[src/rtl/pattern_generator.sv]
// Host-programmed serial waveform generator: parses divider/load/start/stop
// commands, buffers sample bytes in a FIFO and plays them out LSB first.
module pattern_generator #(
  parameter int FIFO_DEPTH = 16,
  parameter int DIV_WIDTH  = 16
) (
  input  logic                          clk,
  input  logic                          rst,
  input  logic [7:0]                    rx_data,
  input  logic                          new_rx_data,
  output logic [7:0]                    tx_data,
  output logic                          new_tx_data,
  input  logic                          tx_busy,
  output logic                          output_pin,
  output logic                          running,
  output logic [$clog2(FIFO_DEPTH):0]   fifo_level
);

  localparam int AW = $clog2(FIFO_DEPTH);
  localparam int LW = AW + 1;

  localparam logic [7:0] ACK    = 8'h06;
  localparam logic [7:0] NAK    = 8'h15;
  localparam logic [7:0] C_DIV  = 8'h44;
  localparam logic [7:0] C_LEN  = 8'h4C;
  localparam logic [7:0] C_GO   = 8'h53;
  localparam logic [7:0] C_STOP = 8'h58;

  typedef enum logic [2:0] {IDLE, DIV_HI, DIV_LO, LEN, DATA} state_t;

  state_t               state_q, state_d;
  logic [7:0]           mem_q [FIFO_DEPTH];
  logic [AW-1:0]        wptr_q, rptr_q;
  logic [LW-1:0]        count_q, count_d;
  logic [7:0]           div_hi_q, left_q;
  logic [DIV_WIDTH-1:0] div_q, cur_div_q, cnt_q;
  logic [7:0]           sh_q;
  logic [2:0]           bit_q;
  logic                 running_q, pin_q, ovf_q, pend_q, new_tx_q;
  logic [7:0]           reply_q, tx_q;

  logic       empty, full, is_go, is_stop, bnd;
  logic       push_req, push, drop, pop_go, pop_nxt, pop;
  logic       rep_v;
  logic [7:0] rep_c, head;

  always_comb begin
    empty    = (count_q == '0);
    full     = (count_q == LW'(FIFO_DEPTH));
    head     = mem_q[rptr_q];
    is_go    = new_rx_data && state_q == IDLE && rx_data == C_GO;
    is_stop  = new_rx_data && state_q == IDLE && rx_data == C_STOP;
    bnd      = running_q && (cnt_q == cur_div_q);
    pop_go   = is_go && !running_q && !empty;
    pop_nxt  = bnd && bit_q == 3'd7 && !empty;
    pop      = pop_go || pop_nxt;
    push_req = new_rx_data && state_q == DATA;
    // a same-cycle pop frees the slot a full FIFO needs
    push     = push_req && (!full || pop);
    drop     = push_req && !push;

    count_d = count_q;
    if (push && !pop)
      count_d = count_q + LW'(1);
    else if (pop && !push)
      count_d = count_q - LW'(1);

    state_d = state_q;
    rep_v   = 1'b0;
    rep_c   = ACK;
    if (new_rx_data) begin
      case (state_q)
        IDLE: begin
          unique case (1'b1)
            rx_data == C_DIV: state_d = DIV_HI;
            rx_data == C_LEN: state_d = LEN;
            rx_data == C_GO: begin
              rep_v = 1'b1;
              rep_c = (running_q || !empty) ? ACK : NAK;
            end
            rx_data == C_STOP: rep_v = 1'b1;
            default: begin
              rep_v = 1'b1;
              rep_c = NAK;
            end
          endcase
        end
        DIV_HI: state_d = DIV_LO;
        DIV_LO: begin
          state_d = IDLE;
          rep_v   = 1'b1;
        end
        LEN: begin
          if (rx_data == 8'd0) begin
            state_d = IDLE;
            rep_v   = 1'b1;
          end else begin
            state_d = DATA;
          end
        end
        DATA: begin
          if (left_q == 8'd1) begin
            state_d = IDLE;
            rep_v   = 1'b1;
            rep_c   = (ovf_q || drop) ? NAK : ACK;
          end
        end
        default: state_d = IDLE;
      endcase
    end
  end

  always_ff @(posedge clk) begin
    if (push)
      mem_q[wptr_q] <= rx_data;
  end

  always_ff @(posedge clk or posedge rst) begin
    if (rst) begin
      state_q   <= IDLE;
      wptr_q    <= '0;
      rptr_q    <= '0;
      count_q   <= '0;
      div_hi_q  <= '0;
      left_q    <= '0;
      div_q     <= '0;
      cur_div_q <= '0;
      cnt_q     <= '0;
      sh_q      <= '0;
      bit_q     <= '0;
      running_q <= 1'b0;
      pin_q     <= 1'b0;
      ovf_q     <= 1'b0;
      pend_q    <= 1'b0;
      reply_q   <= '0;
      tx_q      <= '0;
      new_tx_q  <= 1'b0;
    end else begin
      state_q <= state_d;
      count_q <= count_d;
      if (push)
        wptr_q <= wptr_q + AW'(1);
      if (pop)
        rptr_q <= rptr_q + AW'(1);

      if (new_rx_data) begin
        case (state_q)
          DIV_HI: div_hi_q <= rx_data;
          DIV_LO: div_q <= DIV_WIDTH'({div_hi_q, rx_data});
          LEN: begin
            left_q <= rx_data;
            ovf_q  <= 1'b0;
          end
          DATA: begin
            left_q <= left_q - 8'd1;
            if (left_q == 8'd1)
              ovf_q <= 1'b0;
            else if (drop)
              ovf_q <= 1'b1;
          end
          default: ;
        endcase
      end

      // bit period is latched per bit so divider loads apply at a boundary
      if (pop_go) begin
        running_q <= 1'b1;
        sh_q      <= head;
        pin_q     <= head[0];
        bit_q     <= '0;
        cnt_q     <= '0;
        cur_div_q <= div_q;
      end else if (bnd) begin
        cnt_q     <= '0;
        cur_div_q <= div_q;
        if (bit_q == 3'd7) begin
          if (!empty) begin
            sh_q  <= head;
            pin_q <= head[0];
            bit_q <= '0;
          end else begin
            running_q <= 1'b0;
            pin_q     <= 1'b0;
          end
        end else begin
          bit_q <= bit_q + 3'd1;
          sh_q  <= {1'b0, sh_q[7:1]};
          pin_q <= sh_q[1];
        end
      end else if (running_q) begin
        cnt_q <= cnt_q + DIV_WIDTH'(1);
      end

      if (is_stop) begin
        running_q <= 1'b0;
        pin_q     <= 1'b0;
        wptr_q    <= '0;
        rptr_q    <= '0;
        count_q   <= '0;
      end

      new_tx_q <= 1'b0;
      if (rep_v || pend_q) begin
        if (!tx_busy) begin
          new_tx_q <= 1'b1;
          tx_q     <= rep_v ? rep_c : reply_q;
          pend_q   <= 1'b0;
        end else begin
          pend_q <= 1'b1;
          if (rep_v)
            reply_q <= rep_c;
        end
      end
    end
  end

  assign tx_data     = tx_q;
  assign new_tx_data = new_tx_q;
  assign output_pin  = pin_q;
  assign running     = running_q;
  assign fifo_level  = count_q;

endmodule

[config.mk]
export PLATFORM = sky130hd
export DESIGN_NAME = pattern_generator
export DESIGN_NICKNAME = d
export VERILOG_FILES = /design/src/rtl/pattern_generator.sv
export SDC_FILE = /design/constraint.sdc
export NUM_CORES = 1
export LEC_CHECK = 0
export CAP_MARGIN = 40
export CORE_MARGIN = 5
export CORE_UTILIZATION = 62
export DETAILED_ROUTE_END_ITERATION = 16
export PLACE_DENSITY = 0.8
export RECOVER_POWER = 50
export SETUP_SLACK_MARGIN = 0.5
export SLEW_MARGIN = 30
export SYNTH_ARGS = -nofsm -noshare
export SYNTH_HDL_FRONTEND = slang
export SYNTH_SLANG_ARGS = --single-unit
[constraint.sdc]
create_clock -name clk -period 4.65 [get_ports clk]
set_input_delay 0.6975 -clock clk [delete_from_list [all_inputs] [get_ports clk]]
set_output_delay 0.6975 -clock clk [all_outputs]
set_load 0.02 [all_outputs]
Word-level counts from Yosys, hierarchy flattened
Memory sizes are Yosys's and may differ from the RTL's. Index checks and enable logic that the tools add are counted.

Bits in registers: 112. Bits in writable memories: 128. Output and inout port bits: 16. Word-level logic and storage cells: 144. Memories: 1.

Memory list: mem_q (words 16, bits a word 8, rd ports 1, clocked after Yosys merged registers in 0, write ports 1, RTL line 32) `logic [7:0] mem_q [FIFO_DEPTH];`.

$add $sub $neg: 7. Equality and inequality tests: 16. Mux-type cells: 55. Bitwise gates (word level): 1. Reduce and logical (&&, ||, !) cells: 46.

Operator list (count): $mux 16 (5); $mux 8 (6); $eq 8x7->1 const B (4); $mux 5 (6); $mux 1 (21); $pmux 5 s2 (2); $mux 3 (6); $add 16x1->16 const B (1); $eq 16x16->1 (1); $mux 4 (4); $pmux 8 s2 (1); $reduce_bool 3->1 (5); $logic_and 1x1->1 (13); $pmux 3 s4 (1); $reduce_and 2->1 (6); $reduce_and 3->1 (3); $add 4x1->4 const B (2); $eq 8x1->1 const B (1); $logic_not 8->1 (1); $reduce_bool 2->1 (4); $sub 8x1->8 const B (1); $eq 3x2->1 const B (2); $eq 3x3->1 const B (2); $pmux 3 s2 (1); other kinds (18) (26).

Longest topological paths before layout
Depth in word-level cells: 16. Mapped depth: 13. Gate-level depth less buffers: 12.

Worst setup path before layout
No wires, ideal clock.

Path kind: reg2reg. From: reg cnt_q[4]. To: mem mem_q[7][0], enable pin. Library setup time: 395 ps. Arrival: 2676 ps. Slack: 1580 ps. Stages on the path, launching flop included: 8. Period minus slack after synthesis: 3070 ps. Cell sequence: dfrtp_1 > xnor2_1 > nand4_1 > nor3_1 > and3_1 > a21oi_2 > buf_2 > nor4_1.

Word-level cells in the longest chain between the ends: 9.

RTL lines: start, declared (RTL line 36) `logic [DIV_WIDTH-1:0] div_q, cur_div_q, cnt_q;`; start signal, assigned (RTL line 191) `cnt_q <= cnt_q + DIV_WIDTH'(1);`; $eq 16x16->1 (RTL line 53) `bnd = running_q && (cnt_q == cur_div_q);`; $logic_and 1x1->1 (RTL line 53); $logic_and 1x1->1 (2 in series) (RTL line 55) `pop_nxt = bnd && bit_q == 3'd7 && !empty;`; $logic_or 1x1->1 (RTL line 56) `pop = pop_go || pop_nxt;`; $logic_or 1x1->1 (RTL line 59) `push = push_req && (!full || pop);`; $logic_and 1x1->1 (RTL line 59); $mux 1 (RTL line 114) `if (push)`; $mux 1 (implied by the code) (RTL line 115) `mem_q[wptr_q] <= rx_data;`; end, declared (RTL line 32).

Every way passes these cells.

Worst setup path in the final report
From: in rx_data[0]. To: reg sh_q[4].

Word-level cells in the longest chain between the ends: 6.

RTL lines: start, declared (RTL line 9) `input logic [7:0] rx_data,`; $eq 8x7->1 (*) (RTL line 51) `is_go = new_rx_data && state_q == IDLE && rx_data == C_GO;`; $logic_and 1x1->1 (*) (RTL line 51); $logic_and 1x1->1 (*) (2 in series) (RTL line 54) `pop_go = is_go && !running_q && !empty;`; $ne 3x3->1 (no source line) / $reduce_bool 2->1 (equally long branches); $reduce_and 2->1 (no source line); end signal, assigned (RTL line 187) `sh_q <= {1'b0, sh_q[7:1]};`; end, declared (RTL line 37) `logic [7:0] sh_q;`.

Every way passes the cells marked *; elsewhere a longest branch is shown, timed or not. A chain may end at the register's enable or synchronous reset.

==> reports/qor.yml <==
period_share: 0.787
wl_per_cell_um: 23.1
grt_pass1_wl_um: 37800
ys_async_sr_fraction: 0.464
synthAdderAreaFrac: 0.0185
cts.path.max_buffers: 3
clk_latency_ps: 530
grt.total_usage: 0.246
endpoint_kind: "flip-flop"
hold_class: "reg -> reg"
grt_pass1_vias: 6613
layout_min_cycle_time_ps: 3660
cts-htree-levels: 1
fin_skew_ps: 11.8
syn_inst: 739
drc: 0
final_cells: 1030
pin_count: 28
cts_buffers: 25
antenna_found_initial: 1
path_clk_slew_ps: 60
yosysUniqueCellTypes: 66
setup_violations: 0
coreArea_sq_um: 16600
ff2ff_setup_slack_ps: 1070
post-place-cells: 982
cp_max_fo: 22
final_cell_area_sq_um: 12100
cts_resized: 0
dr_total_vias: 6617
min_path_cells: 2
synth_top_family_by_area: "multiplexers"
setup_tns_ps: 0
maxSlewHeadroom: -0.321
globalplace.congestion: 0.891
fill_cells: 1010
max_freq_mhz: 273
ys_seq_elements: 239
grt-ovfl-total: 0
syn_area_sq_um: 10500
first_pass_iters: 6
seq_area_sq_um: 6620
hold_buffers: 0
die_area_sq_um: 19700
syn_to_final_growth_pct: 14.5
dp_hpwl_um: 15800
fp.dieW_um: 140
antenna_left: 0
synth_compound_area_frac: 0.0704
hold_start: "reply_q[2]"
powerDensity_nw_per_um2: 385
slew_violations: 80
r2r_end: "fifo_level[4]"
muxShareOfSynthArea: 0.136
nets: 818
drive_above_1_share: 0.219
syn_nets: 766
yosys_warnings: 0
postPlaceCellArea_sq_um: 11200
violations: "capacitance limit, slew limit"
drt-vias-per-instance: 6.42
r2r_start: "fifo_level[0]"
num_rows: 47
initial_core_util: 0.634
drtIter0Drc: 1086
outcome: "complete, but fails checks"
cp-startpoint: "rx_data[0]"
post_cts_buffers: 0
worst_pin_slew_ps: 1970
antenna_cells: 0
ys.flop_type: "edfxtp_1"
cts_num_sinks: 239
synth-xor-area-share: 0.0274
min_to: "reply_q[2]"
p_leak_nw: 4.74
p_total_w: 0.00465
hold_viol: 0
maxCapViolations: 2
cts-root-buf: "clkbuf_16"
critPathKind: "in -> reg"
ys_seq_area_frac: 0.628
rr_worst_depth: 12
critPathRequiredTime_ps: 5050
syn_area_per_cell_sq_um: 14.3
ir_drop_v: 0.000408
cp-start-kind: "input pin"
yosys.area_share.simple: 0.0999
rsz0062_at_grt: "no"
die_h_um: 140
port_buffers: 27
cts_tree: "done"
finalWirelength_um: 23800
arrival_ps: 4060
multi_input_area_sq_um: 3750
grt_start_max_net_pins: 47
synth_edf_count: 128
## per-layer routing
metal | global-route usage | routed length (um) | vias to the layer above | part of all wire
li1 | - | - | 2908 | -
met1 | 0.358 | 9590 | 3313 | 0.40
met2 | 0.389 | 11200 | 332 | 0.47
met3 | 0.0460 | 2200 | 62 | 0.092
met4 | 0.0648 | 770 | 2 | 0.032
met5 | 0 | 8 | - | 0.00034
## stage by stage
| step | setup WS (ps) | utilization | hold WS (ps) |
|---|---|---|---|
| floorplan | 1020 | - | 415 |
| CTS | 1190 | 0.725 | 448 |
| detailed placement | 873 | 0.673 | 432 |
| finish | 990 | 0.725 | 445 |
| global route | 554 | 0.725 | 459 |
| global placement | 835 | 0.670 | 427 |
## logic make-up after synthesis
kind of cell / count (synthesis)
DFF: 239
muxes: 94
adders and majority gates: 15
xor gates and xnor gates: 33
AOI/OAI and AO/OA: 106
and+or+nand+nor: 200
buffers and inverters: 52
## power breakdown
group          leakage (nW)  total (W)  internal (W)  switching (W)
Clock                 0.427    0.00207       0.00125       0.000819
Sequential             2.65    0.00231       0.00227      0.0000391
Combinational          1.67   0.000271      0.000109       0.000162
Total                  4.74    0.00465       0.00363        0.00102
## worst max-delay path, cell delays in order
cell and delay (ps):
dlygate4sd3_1 580, clkbuf_1 730, nor4bb_1 510, o21ai_0 240, nor2_2 450, nor2_1 250, mux2_2 330, mux2_2 270
## cells in the final DEF (no fill, tap or decap), drive strengths merged, types with 16 or more instances in the layout
| master | Yosys | layout |
|---|---|---|
| a21oi | 24 | 24 |
| buf | 8 | 21 |
| clkbuf | 24 | 44 |
| clkdlybuf4s50 | 0 | 17 |
| dfrtp | 111 | 111 |
| edfxtp | 128 | 128 |
| inv | 20 | 23 |
| mux2 | 54 | 54 |
| mux4 | 34 | 34 |
| nand2 | 46 | 46 |
| nor2 | 49 | 49 |
| o21ai | 25 | 25 |
| xnor2 | 17 | 17 |
| xor2 | 16 | 16 |
## registers in the layout, summed over array words and instances, names as in the netlist, 5 cells and up
signal and cells:
cur_div_q 16, cnt_q 16, tx_data 8, mem_q 128, fifo_level 5, reply_q 8, sh_q 7, div_q 16
div_hi_q 8, left_q 8
## cells in the mapped netlist (6+ instances only)
| master | n | area [sq um] |
|---|---|---|
| buf_2 | 6 | 30.0 |
| dfrtp_1 | 111 | 2780 |
| xor2_1 | 16 | 140 |
| nand3_1 | 14 | 70.1 |
| mux2_2 | 54 | 608 |
| inv_1 | 20 | 75.1 |
| nand2_1 | 46 | 173 |
| edfxtp_1 | 128 | 3840 |
| nor3_1 | 14 | 70.1 |
| a21oi_1 | 22 | 110 |
| nand4_1 | 10 | 62.6 |
| clkbuf_1 | 24 | 90.1 |
| ha_1 | 14 | 175 |
| a22o_1 | 8 | 70.1 |
| nor4_1 | 8 | 50.1 |
| nor2_1 | 48 | 180 |
| a22oi_1 | 14 | 105 |
| nor2b_1 | 7 | 43.8 |
| mux2i_1 | 6 | 60.1 |
| o21ai_0 | 23 | 115 |
| nor3b_1 | 6 | 45.0 |
| and4_1 | 6 | 52.6 |
| mux4_2 | 34 | 766 |
| and2_1 | 7 | 43.8 |
| xnor2_1 | 17 | 149 |
## worst max-delay path by stage
stage,end,slack (ps),cells after the start
4_1_cts,fifo_level[4],1190,12
3_3_place_gp,sh_q[5],830,7
3_5_place_dp,sh_q[4],870,7
5_1_grt,state_q[0],550,3
6_report,sh_q[4],990,8
2_1_floorplan,bit_q[0],1020,1
## area by class of cell
cell class | count | area share
sequential | 239 | 0.549
inverter | 20 | 0.00632
tap | 220 | 0.0228
clock inverter | 11 | 0.0129
timing repair buffer | 57 | 0.0399
clock buffer | 35 | 0.0591
multi-input combinational | 448 | 0.310
Note: power is estimated with default switching activity, not from simulation.
